$ cat config.mk
export PLATFORM = sky130hd
export DESIGN_NAME = vx_raster_req_arb
export DESIGN_NICKNAME = d
export VERILOG_FILES = /design/src/rtl/vx_raster_req_arb.sv
export SDC_FILE = /design/constraint.sdc
export NUM_CORES = 1
export LEC_CHECK = 0
export ABC_AREA = 1
export CAP_MARGIN = 20
export CORE_AREA = 2 2 503 505
export DETAILED_ROUTE_END_ITERATION = 7
export DIE_AREA = 0 0 505 507
export PLACE_DENSITY = 0.34
export SLEW_MARGIN = 10
export SYNTH_ARGS = -nofsm -noshare
export SYNTH_HDL_FRONTEND = slang
export SYNTH_SLANG_ARGS = --single-unit
$ cat constraint.sdc
create_clock -name clk -period 8.6 [get_ports clk]
set_input_delay 0.86 -clock clk [delete_from_list [all_inputs] [get_ports clk]]
set_output_delay 0.86 -clock clk [all_outputs]
set_load 0.005 [all_outputs]
$ cat src/rtl/vx_raster_req_arb.sv
// Round-robin merge of raster stamp streams into one registered request port, with frame-done aggregation.
// Optional performance counters are compiled in when RASTER_ARB_PERF_EN is defined.
module vx_raster_req_arb #(
  parameter int NUM_INPUTS   = 4,
  parameter int OUTPUT_QUADS = 4,
  parameter int STAMP_BITS   = 64
) (
  input  logic                                       clk,
  input  logic                                       reset,
  input  logic [NUM_INPUTS-1:0]                      in_valid,
  input  logic [NUM_INPUTS*OUTPUT_QUADS*STAMP_BITS-1:0] in_stamps,
  input  logic [NUM_INPUTS-1:0]                      in_done,
  output logic [NUM_INPUTS-1:0]                      in_ready,
  output logic                                       out_valid,
  output logic [OUTPUT_QUADS*STAMP_BITS-1:0]         out_stamps,
  output logic                                       out_done,
  input  logic                                       out_ready
`ifdef RASTER_ARB_PERF_EN
  ,
  output logic [31:0]                                perf_stall_cycles,
  output logic [31:0]                                perf_stamp_beats
`endif
);

  localparam int BEAT_W = OUTPUT_QUADS * STAMP_BITS;
  localparam int PTR_W  = (NUM_INPUTS > 1) ? $clog2(NUM_INPUTS) : 1;

  logic                  r_out_vld_p1;
  logic                  r_out_done_p1;
  logic [BEAT_W-1:0]     r_out_stamps_p1;
  logic [NUM_INPUTS-1:0] r_done_mask;
  logic [PTR_W-1:0]      r_rr_ptr;

  logic                  w_can_load;
  logic                  w_out_fire;
  logic                  w_frame_fire;
  logic                  w_frame_load;
  logic [NUM_INPUTS-1:0] w_elig;
  logic [NUM_INPUTS-1:0] w_done_acc;
  logic [NUM_INPUTS-1:0] w_stamp_req;
  logic [NUM_INPUTS-1:0] w_grant_oh;
  logic [PTR_W-1:0]      w_grant;
  logic [PTR_W-1:0]      w_idx;
  logic [PTR_W:0]        w_sum;
  logic [PTR_W-1:0]      w_next_ptr;
  logic                  w_grant_vld;
  logic                  w_stamp_acc;
  logic [BEAT_W-1:0]     w_sel_stamps;

  assign w_can_load   = !r_out_vld_p1 || out_ready;
  assign w_out_fire   = r_out_vld_p1 && out_ready;
  assign w_frame_fire = w_out_fire && r_out_done_p1;
  assign w_elig       = in_valid & ~r_done_mask;
  assign w_done_acc   = w_elig & in_done;
  assign w_stamp_req  = w_elig & ~in_done;
  // The done beat being handed off must not be re-issued while its mask clears.
  assign w_frame_load = (&r_done_mask) && w_can_load && !(r_out_vld_p1 && r_out_done_p1);

  always_comb begin
    w_grant     = '0;
    w_grant_vld = 1'b0;
    w_sum       = '0;
    w_idx       = '0;
    for (int k = 0; k < NUM_INPUTS; k++) begin
      w_sum = {1'b0, r_rr_ptr} + (PTR_W+1)'(k);
      if (w_sum >= (PTR_W+1)'(NUM_INPUTS)) w_sum = w_sum - (PTR_W+1)'(NUM_INPUTS);
      w_idx = w_sum[PTR_W-1:0];
      if (!w_grant_vld && w_stamp_req[w_idx]) begin
        w_grant_vld = 1'b1;
        w_grant     = w_idx;
      end
    end
  end

  assign w_stamp_acc = w_grant_vld && w_can_load;
  assign w_next_ptr  = (w_grant == PTR_W'(NUM_INPUTS-1)) ? '0 : w_grant + PTR_W'(1);

  always_comb begin
    w_grant_oh   = '0;
    w_sel_stamps = '0;
    for (int i = 0; i < NUM_INPUTS; i++) begin
      w_grant_oh[i] = w_stamp_acc && (w_grant == PTR_W'(i));
      if (w_grant == PTR_W'(i)) w_sel_stamps = in_stamps[i*BEAT_W +: BEAT_W];
    end
  end

  assign in_ready = reset ? '0 : (w_done_acc | w_grant_oh);

  // Output register stage
  always_ff @(posedge clk or posedge reset) begin
    if (reset) begin
      r_out_vld_p1    <= 1'b0;
      r_out_done_p1   <= 1'b0;
      r_out_stamps_p1 <= '0;
    end else if (w_stamp_acc) begin
      r_out_vld_p1    <= 1'b1;
      r_out_done_p1   <= 1'b0;
      r_out_stamps_p1 <= w_sel_stamps;
    end else if (w_frame_load) begin
      r_out_vld_p1    <= 1'b1;
      r_out_done_p1   <= 1'b1;
      r_out_stamps_p1 <= '0;
    end else if (w_out_fire) begin
      r_out_vld_p1    <= 1'b0;
      r_out_done_p1   <= 1'b0;
    end
  end

  always_ff @(posedge clk or posedge reset) begin
    if (reset) begin
      r_done_mask <= '0;
      r_rr_ptr    <= '0;
    end else if (w_frame_fire) begin
      r_done_mask <= '0;
      r_rr_ptr    <= '0;
    end else begin
      r_done_mask <= r_done_mask | w_done_acc;
      if (w_stamp_acc) r_rr_ptr <= w_next_ptr;
    end
  end

  assign out_valid  = r_out_vld_p1;
  assign out_done   = r_out_done_p1;
  assign out_stamps = r_out_stamps_p1;

`ifdef RASTER_ARB_PERF_EN
  logic [31:0] r_perf_stall;
  logic [31:0] r_perf_beats;

  always_ff @(posedge clk or posedge reset) begin
    if (reset) begin
      r_perf_stall <= '0;
      r_perf_beats <= '0;
    end else begin
      if (r_out_vld_p1 && !out_ready) r_perf_stall <= r_perf_stall + 32'd1;
      if (w_out_fire && !r_out_done_p1) r_perf_beats <= r_perf_beats + 32'd1;
    end
  end

  assign perf_stall_cycles = r_perf_stall;
  assign perf_stamp_beats  = r_perf_beats;
`endif

endmodule

==> flow_metrics.tcl, run 1 <==
set metrics [dict create \
    drc 0 \
    async_reset_ff_frac 1.00 \
    htreeDepth 2 \
    hpwl_um 163000 \
    root_buffer "clkbuf_16" \
    crit_path_start "r_rr_ptr[0]$_DFFE_PP0P_" \
    overflow 0 \
    crit_path_start_kind "register" \
    fin_nets 4814 \
    busiest_layer "met2" \
    regArea_um2 6610 \
    yosysWarningCount 0 \
    clock_sinks 264 \
    cts_tree "built" \
    die_height_um 507 \
    clkSlewWorstSetupHoldPaths_ps 60 \
    grt_first_pass_wirelength_um 261000 \
    tns_ps 0 \
    final_area_um2 36900 \
    final_layout_size_suffix_gt1_frac 0.103 \
    p_per_area_nw_per_um2 566 \
    max_cap_viol_count 0 \
    min_period_over_period 0.672 \
    regToRegStartpoint "r_rr_ptr[0]$_DFFE_PP0P_" \
    portBuffers 1296 \
    drtPass1Iterations 5 \
    timing.final.hold_violations 0 \
    rsz0062_at_grt "false" \
    finalClockSkew_ps 19.8 \
    period_minus_slack_ps 5780 \
    grt_util_met3 0.0546 \
    post_cts_buffers 0 \
    ys.flop_type "dfrtp_1" \
    ys_ff_latch 264 \
    crit_type "register to output port" \
    final_common_cell "clkdlybuf4s50_1" \
    fillers 28900 \
    cts_resized 0 \
    hp-start "out_stamps[141]$_DFFE_PP0P_" \
    io-pin-count 1297 \
    routed_wl_um 202000 \
    area_growth_pct 93.3 \
    place.gp.congestion 0.934 \
    mostFrequentLayoutCells "clkdlybuf4s50_1 (1296), nand2_1 (797), o21ai_0 (504)" \
    vias 24800 \
    postSynthAreaPerCell_um2 7.23 \
    cts_made_buffers 47 \
    arrival_ps 4920 \
    tightest_slew_ps 1110 \
    crit_required_ps 7740 \
    met1_usage 0.166 \
    dpl_cell_area_um2 35400 \
    clock_latency_ps 670 \
    clock_path_buffers 3 \
    hold_path.class "register to register" \
    grt_max_degree 135 \
    ys_seq_area_frac 0.346 \
    setup_viol 0 \
    antenna_found_initial 96 \
    end_kind "output port" \
    grt_use_met2 0.277 \
    holdWs_ps 497 \
    core_um2 250000 \
    netlist_area_um2 19100 \
    syn_nets 3684 \
    relSlewSlack 0.263 \
    start_util 0.0763 \
    finalMaxSlewViolations 0 \
    max_freq_mhz 173 \
    hold_buffers 0 \
    crit_fanout 86 \
    die_w_um 505 \
    grt_use_total 0.152 \
    rows 184 \
    first_global_vias 26000 \
    outcome "finished, final reports clean" \
    wire_per_inst_um 28.2 \
    dieArea_um2 256000 \
    synth_edf_count 0 \
    drtAntennaViolNets 0 \
    drtIter0Drc 1508 \
    vdd_drop_max_v 0.000365 \
    multiInputGateArea_um2 11100 \
    synth_cell_types 30 \
    p_leak_nw 14.1 \
    post_drt_via_cell_ratio 3.46 \
    netlist_instances 2645 \
]
[area by class of cell]
| cell class | count | share of cell area |
|---|---|---|
| antenna | 18 | 0.00122 |
| tap | 3348 | 0.113 |
| multi-input combinational | 2104 | 0.299 |
| timing repair buffer | 1337 | 0.364 |
| sequential | 264 | 0.179 |
| clock buffer | 67 | 0.0369 |
| clock inverter | 16 | 0.00308 |
| inverter | 21 | 0.00308 |
[flip-flops by register name, summed over array words and instances (netlist names)]
| register | cells |
|---|---|
| out_done | 1 |
| out_stamps | 256 |
| out_valid | 1 |
| r_done_mask | 4 |
| r_rr_ptr | 2 |
[where the power goes]
group | internal (mW) | switching (mW) | leakage (nW)
sequential | 1.92 | 0.444 | 3.37
clock | 1.10 | 0.868 | 0.725
combinational | 5.16 | 11.4 | 9.97
[synth_stat cells, types with 2 or more instances]
master	count	area (um2)
buf_2	57	285
clkbuf_1	135	507
nor2_1	7	26.3
nand3_1	134	671
buf_12	12	240
inv_2	2	7.51
a22o_1	19	166
buf_6	20	225
dfrtp_1	264	6610
inv_1	17	63.8
nand4_1	9	56.3
a22oi_1	59	443
ha_1	4	50.1
nand2_1	797	2990
buf_8	3	45.0
o21ai_1	35	175
o21ai_0	504	2520
buf_1	24	90.1
nand3_2	150	1500
buf_4	5	37.5
nand2_2	3	18.8
o21ai_2	110	963
a21oi_1	268	1340
[layer usage]
metal | share of wire | up-vias
met5 | 0.0015 | -
met4 | 0.025 | 48
met3 | 0.087 | 258
met2 | 0.51 | 1217
met1 | 0.38 | 11800
li1 | - | 11500
[cell families (layout without fill, tap and decap cells)]
family,count (synthesis),after routing,share of synthesized area
adder cells (fa/ha/maj),4,4,0.00262
flip-flops,264,264,0.346
AND/OR/NAND/NOR,1103,1103,0.278
AO/OA/AOI/OAI,995,995,0.294
XOR/XNOR,2,2,0.00170
buffers and inverters,277,1441,0.0791
other,0,18,0
[worst max-delay path: stages, from the launching register on]
cell and delay, ps:
dfrtp_1 720, inv_4 120, nand4_1 140, nand2_2 110, o21ai_0 380, nand4_1 130
a21oi_1 420, ha_4 770, buf_12 420, nand3_1 150, a21oi_1 160, clkdlybuf4s50_1 530
[through the flow]
step | utilization | power, mW | cells | setup slack (ps)
detailed placement | 0.141 | 19.7 | 7074 | 2480
global route | 0.147 | 23.0 | 7160 | 2500
CTS | 0.147 | 21.8 | 7157 | 2690
floorplan | - | 12.0 | 2645 | 471
global placement | 0.141 | 19.7 | 7074 | 2460
finish | 0.148 | 20.9 | 7175 | 2820
[final timing paths]
kind,end,slack (ps),cells past startpoint
max,in_ready[1],2820,11
max in group asynchronous,out_stamps[181]$_DFFE_PP0P_,6480,3
min in group asynchronous,r_rr_ptr[0]$_DFFE_PP0P_,820,2
max reg2reg,out_stamps[38]$_DFFE_PP0P_,3480,16
min reg2reg,out_stamps[141]$_DFFE_PP0P_,500,2
min,out_stamps[141]$_DFFE_PP0P_,500,2
Power figures use the tool's default switching activity.
==> run 2, diff against run 1 <==
==> constraint.sdc (replaced) <==
create_clock -name clk -period 5 [get_ports clk]
set_input_delay 0.5 -clock clk [delete_from_list [all_inputs] [get_ports clk]]
set_output_delay 0.5 -clock clk [all_outputs]
set_load 0.005 [all_outputs]
==> run 2 against run 1 <==
Sequential share of layout area fell by 0.43 points. Clock power increased by 96%. Die area stayed put. Non-clock buffer count rose by 65. Sequential power rose by 72%. Global-route usage is 0.062 points lower. Core utilization rose by 0.37 points. Setup slack lost 2400 ps. Critical path depth rose by 1. Cell area grew 2.5%. Via count hardly changed. Worst hold slack got worse by 93 ps. Critical endpoint is now in_ready[2]. Highest routed layer unchanged.
==> flow_metrics.tcl, run 2 (synthesized netlist as in run 1, its figures left out) <==
set metrics [dict create \
    rows 184 \
    final_common_cell "clkdlybuf4s50_1" \
    timing.rr.end "out_stamps[100]$_DFFE_PP0P_" \
    crit_required_ps 4500 \
    vias 24800 \
    core_um2 250000 \
    die_height_um 507 \
    post_drt_via_cell_ratio 3.42 \
    die_w_um 505 \
    timing.final.hold_violations 0 \
    hold_path.class "input port to asynchronous set/reset pin" \
    grt_max_degree 107 \
    max_freq_mhz 220 \
    grt_use_total 0.151 \
    crit_path_start_kind "register" \
    io-pin-count 1297 \
    hpwl_um 168000 \
    relSlewSlack 0.324 \
    first_global_vias 26000 \
    rsz0062_at_grt "false" \
    final_layout_size_suffix_gt1_frac 0.121 \
    r2r_slack_ps 820 \
    setup_viol 0 \
    crit_type "register to output port" \
    hold_buffers 0 \
    regToRegStartpoint "r_rr_ptr[0]$_DFFE_PP0P_" \
    drc 0 \
    finalMaxSlewViolations 0 \
    routed_wl_um 202000 \
    place.gp.congestion 0.925 \
    antenna_found_initial 108 \
    drtAntennaViolNets 0 \
    path_cells "inv_4, nand4_1, nand2_2, o21ai_0, nand3_1, nand2_1, a21oi_1, inv_1, ha_4, nand3_1, a21oi_1, clkdlybuf4s50_1" \
    arrival_ps 4040 \
    crit_fanout 14 \
    mostFrequentLayoutCells "clkdlybuf4s50_1 (1296), nand2_1 (797), o21ai_0 (502)" \
    max_stage_delay_ps 560 \
    finalClockSkew_ps 59.1 \
    tns_ps 0 \
    end_kind "output port" \
    fin_util 0.151 \
    post_cts_buffers 0 \
    outcome "finished, final reports clean" \
    portBuffers 1296 \
    fin_nets 4879 \
    dieArea_um2 256000 \
    tightest_slew_ps 1010 \
    period_minus_slack_ps 4540 \
    cts_tree "built" \
    overflow 0 \
    root_buffer "clkbuf_16" \
    clkSlewWorstSetupHoldPaths_ps 70 \
    area_growth_pct 98.1 \
    htreeDepth 2 \
    clock_sinks 264 \
    min_period_over_period 0.909 \
    ff2ff_path_depth 14 \
    wire_per_inst_um 27.8 \
    cts_resized 0 \
    vdd_drop_max_v 0.000594 \
    largest_reg_flops 256 \
    cts_made_buffers 47 \
    p_leak_nw 14.6 \
    clock_path_buffers 3 \
    grt_first_pass_wirelength_um 260000 \
    start_util 0.0763 \
    slowest_stage "dfrtp_2" \
    p_per_area_nw_per_um2 989 \
    clock_latency_ps 700 \
    drtPass1Iterations 5 \
    drtIter0Drc 1303 \
    max_cap_viol_count 0 \
]
## run 2: changes by cell type in the layout (fill, tap and decap cells not counted), sizes merged
cell / change
buf: +65
bufinv: +10
clkbuf: -9
diode: +5
clkinv: +2
clkinvlp: +2
inv: -1
## run 2: per-layer routing
layer / up-vias / track usage / wire length (um)
met5: - / 0 / 427
met3: 243 / 0.0601 / 18800
met4: 66 / 0.0284 / 3590
li1: 11600 / - / -
met1: 11800 / 0.160 / 74300
met2: 1119 / 0.281 / 104000
## run 2: worst max path at each step
stage / to / cells past startpoint / slack (ps) / from
after CTS: in_ready[2] / 12 / 70 / r_rr_ptr[0]$_DFFE_PP0P_
after detailed placement: out_stamps[4]$_DFFE_PP0P_ / 17 / 340 / in_done[1]
final: in_ready[2] / 12 / 460 / r_rr_ptr[0]$_DFFE_PP0P_
after floorplan: out_done$_DFFE_PP0P_ / 1 / 1020 / reset
after global routing: in_ready[2] / 12 / 160 / r_rr_ptr[0]$_DFFE_PP0P_
after global placement: out_stamps[100]$_DFFE_PP0P_ / 15 / 290 / in_done[1]
## run 2: critical path: cells and delay by family (launching register included)
family                   cells  cell delay (ps)
adder cells (fa/ha/maj)      1              510
buffers and inverters        3              850
AO/OA/AOI/OAI                3              740
AND/OR/NAND/NOR              5              720
flip-flops                   1              560
## run 2: power by group
group          internal, mW  switching [mW]  total, mW
sequential             3.30           0.761       4.06
combinational          9.85            19.7       29.5
clock                  2.35            1.52       3.87
total                  15.5            21.9       37.4
## run 2: per-stage QoR
stage / total power [mW] / hold slack, ps / instances / cell area [um2] / worst slack, ps
3_3_place_gp: 34.8 / 481 / 7139 / 36100 / 291
6_report: 37.4 / 404 / 7249 / 37900 / 455
5_1_grt: 41.2 / 367 / 7229 / 37800 / 158
3_5_place_dp: 34.8 / 487 / 7139 / 36100 / 345
4_1_cts: 38.9 / 323 / 7226 / 37800 / 68.2
2_1_floorplan: 20.6 / 492 / 2645 / 19100 / 1020
## run 2: area by class of cell
cell class / instances / area, um2
diodes: 23 / 57.6
flip-flops and latches: 264 / 6610
fillers: 28800 / 213000
clock inverters: 29 / 457
well taps: 3348 / 4190
inverters: 21 / 110
clock buffers: 58 / 1290
multi-input cells: 2104 / 11100
repair buffers: 1402 / 14100
==> run 3, diff against run 2 <==
--- a/config.mk
+++ b/config.mk
@@ -7,9 +7,9 @@
 export LEC_CHECK = 0
 export ABC_AREA = 1
 export CAP_MARGIN = 20
-export CORE_AREA = 2 2 503 505
+export CORE_AREA = 2 2 502 504
 export DETAILED_ROUTE_END_ITERATION = 7
-export DIE_AREA = 0 0 505 507
+export DIE_AREA = 0 0 504 506
 export PLACE_DENSITY = 0.34
 export SLEW_MARGIN = 10
 export SYNTH_ARGS = -nofsm -noshare
==> run 3 against run 2 <==
Fmax increased by 1.3%. Clock power down 7.2%. Total power decreased by 1.4%. Core utilization down 0.080 points. Global-route usage shrank 0.53 points. Combinational power barely moved. Cell area down 0.71%. Wire length decreased by 4.0%. Largest power group unchanged. Highest routed layer unchanged.
==> flow_metrics.tcl, run 3 (synthesized netlist as in run 1, its figures left out) <==
set metrics [dict create \
    outcome "finished, final reports clean" \
    portBuffers 1296 \
    crit_type "register to output port" \
    relSlewSlack 0.277 \
    hpwl_um 158000 \
    cts_tree "built" \
    mostFrequentLayoutCells "clkdlybuf4s50_1 (1296), nand2_1 (797), o21ai_0 (503)" \
    setup_viol 0 \
    finalMaxSlewViolations 0 \
    setup_slack_ps 512 \
    clock_sinks 264 \
    busiest_layer "met2" \
    area_growth_pct 96.7 \
    cts_made_buffers 46 \
    place.gp.congestion 0.927 \
    drtPass1Iterations 5 \
    first_global_vias 25400 \
    tns_ps 0 \
    grt_first_pass_wirelength_um 251000 \
    drtIter0Drc 1281 \
    crit_fanout 12 \
    met1_usage 0.158 \
    routed_wl_um 194000 \
    fillers 28800 \
    final_common_cell "clkdlybuf4s50_1" \
    period_minus_slack_ps 4490 \
    start_util 0.0765 \
    max_cap_viol_count 0 \
    root_buffer "clkbuf_16" \
    rows 184 \
    grt_max_degree 147 \
    p_leak_nw 14.4 \
    p_per_area_nw_per_um2 981 \
    dieArea_um2 255000 \
    htreeDepth 2 \
    hold_buffers 0 \
    final_layout_size_suffix_gt1_frac 0.115 \
    core_um2 250000 \
    drc 0 \
    wire_per_inst_um 26.8 \
    drtAntennaViolNets 0 \
    die_w_um 504 \
    max_freq_mhz 223 \
    post_drt_via_cell_ratio 3.41 \
    cts_resized 0 \
    io-pin-count 1297 \
    rsz0062_at_grt "false" \
    clkSlewWorstSetupHoldPaths_ps 60 \
    die_height_um 506 \
    crit_path_start_kind "register" \
    max_stage_delay_ps 750 \
    cp.buffers_inverters 3 \
    arrival_ps 3990 \
    dp_slack_ps 507 \
    vdd_drop_max_v 0.000762 \
    overflow 0 \
    min_period_over_period 0.898 \
    clock_path_buffers 3 \
    finalClockSkew_ps 33.6 \
    grt_use_met2 0.269 \
    grt_util_met3 0.0547 \
    grt_use_total 0.146 \
    vias 24600 \
    antenna_found_initial 74 \
    largest_reg_flops 256 \
    clock_latency_ps 650 \
    path_cells "inv_4, nand4_1, nand2_2, o21ai_0, nand4_1, a21oi_1, ha_4, buf_12, nand3_1, a21oi_1, clkdlybuf4s50_1" \
    fin_nets 4857 \
    hold_path.class "input port to asynchronous set/reset pin" \
    tightest_slew_ps 1070 \
    crit_required_ps 4500 \
    cp_top_family "compound AO/OA/AOI/OAI gates" \
    post_cts_buffers 0 \
    slowest_stage "dfrtp_1" \
    end_kind "output port" \
    timing.final.hold_violations 0 \
]
[run 3: changes by cell type in the layout (fill, tap and decap cells not counted), sizes merged]
cell      delta
clkinvlp     -2
bufinv       -6
diode        -4
clkbuf       +7
inv          -1
buf         -21
[run 3: stage by stage]
stage               cells  utilization  area [um2]  power (mW)  hold WS (ps)
CTS                  7203        0.150       37600        38.3           351
detailed placement   7118        0.144       36000        34.4           488
finish               7222        0.150       37600        36.9           432
global placement     7118        0.144       36000        34.4           483
global route         7207        0.150       37600        40.7           433
floorplan            2645            -       19100        20.6           492
[run 3: worst paths after layout]
path | depth (start not counted) | to | slack (ps) | from
min reg2reg | 2 | out_stamps[116]$_DFFE_PP0P_ | 490 | out_stamps[116]$_DFFE_PP0P_
min in group clk | 2 | out_stamps[116]$_DFFE_PP0P_ | 490 | out_stamps[116]$_DFFE_PP0P_
max in group asynchronous | 3 | out_stamps[232]$_DFFE_PP0P_ | 3450 | reset
max | 11 | in_ready[1] | 510 | r_rr_ptr[0]$_DFFE_PP0P_
min | 2 | out_stamps[51]$_DFFE_PP0P_ | 430 | reset
max reg2reg | 17 | out_stamps[209]$_DFFE_PP0P_ | 680 | r_rr_ptr[0]$_DFFE_PP0P_
[run 3: report_power, final]
group	total, mW	switching, mW	internal, mW
registers	4.06	0.759	3.30
logic	29.3	19.5	9.74
clock network	3.59	1.48	2.11
[run 3: layer usage]
metal | wire length (um) | up-vias
met4 | 3630 | 44
met1 | 73100 | 11800
met2 | 99800 | 1104
met5 | 256 | -
li1 | - | 11500
met3 | 16700 | 203
[run 3: cell type report]
| class | count | area, um2 | area share |
|---|---|---|---|
| Antenna cell | 19 | 47.5 | 0.00126 |
| Inverter | 21 | 110 | 0.00293 |
| Clock inverter | 20 | 220 | 0.00586 |
| Tap cell | 3348 | 4190 | 0.111 |
| Multi-Input combinational cell | 2104 | 11100 | 0.294 |
| Sequential cell | 264 | 6610 | 0.176 |
| Timing Repair Buffer | 1381 | 14000 | 0.372 |
| Clock buffer | 65 | 1370 | 0.0365 |
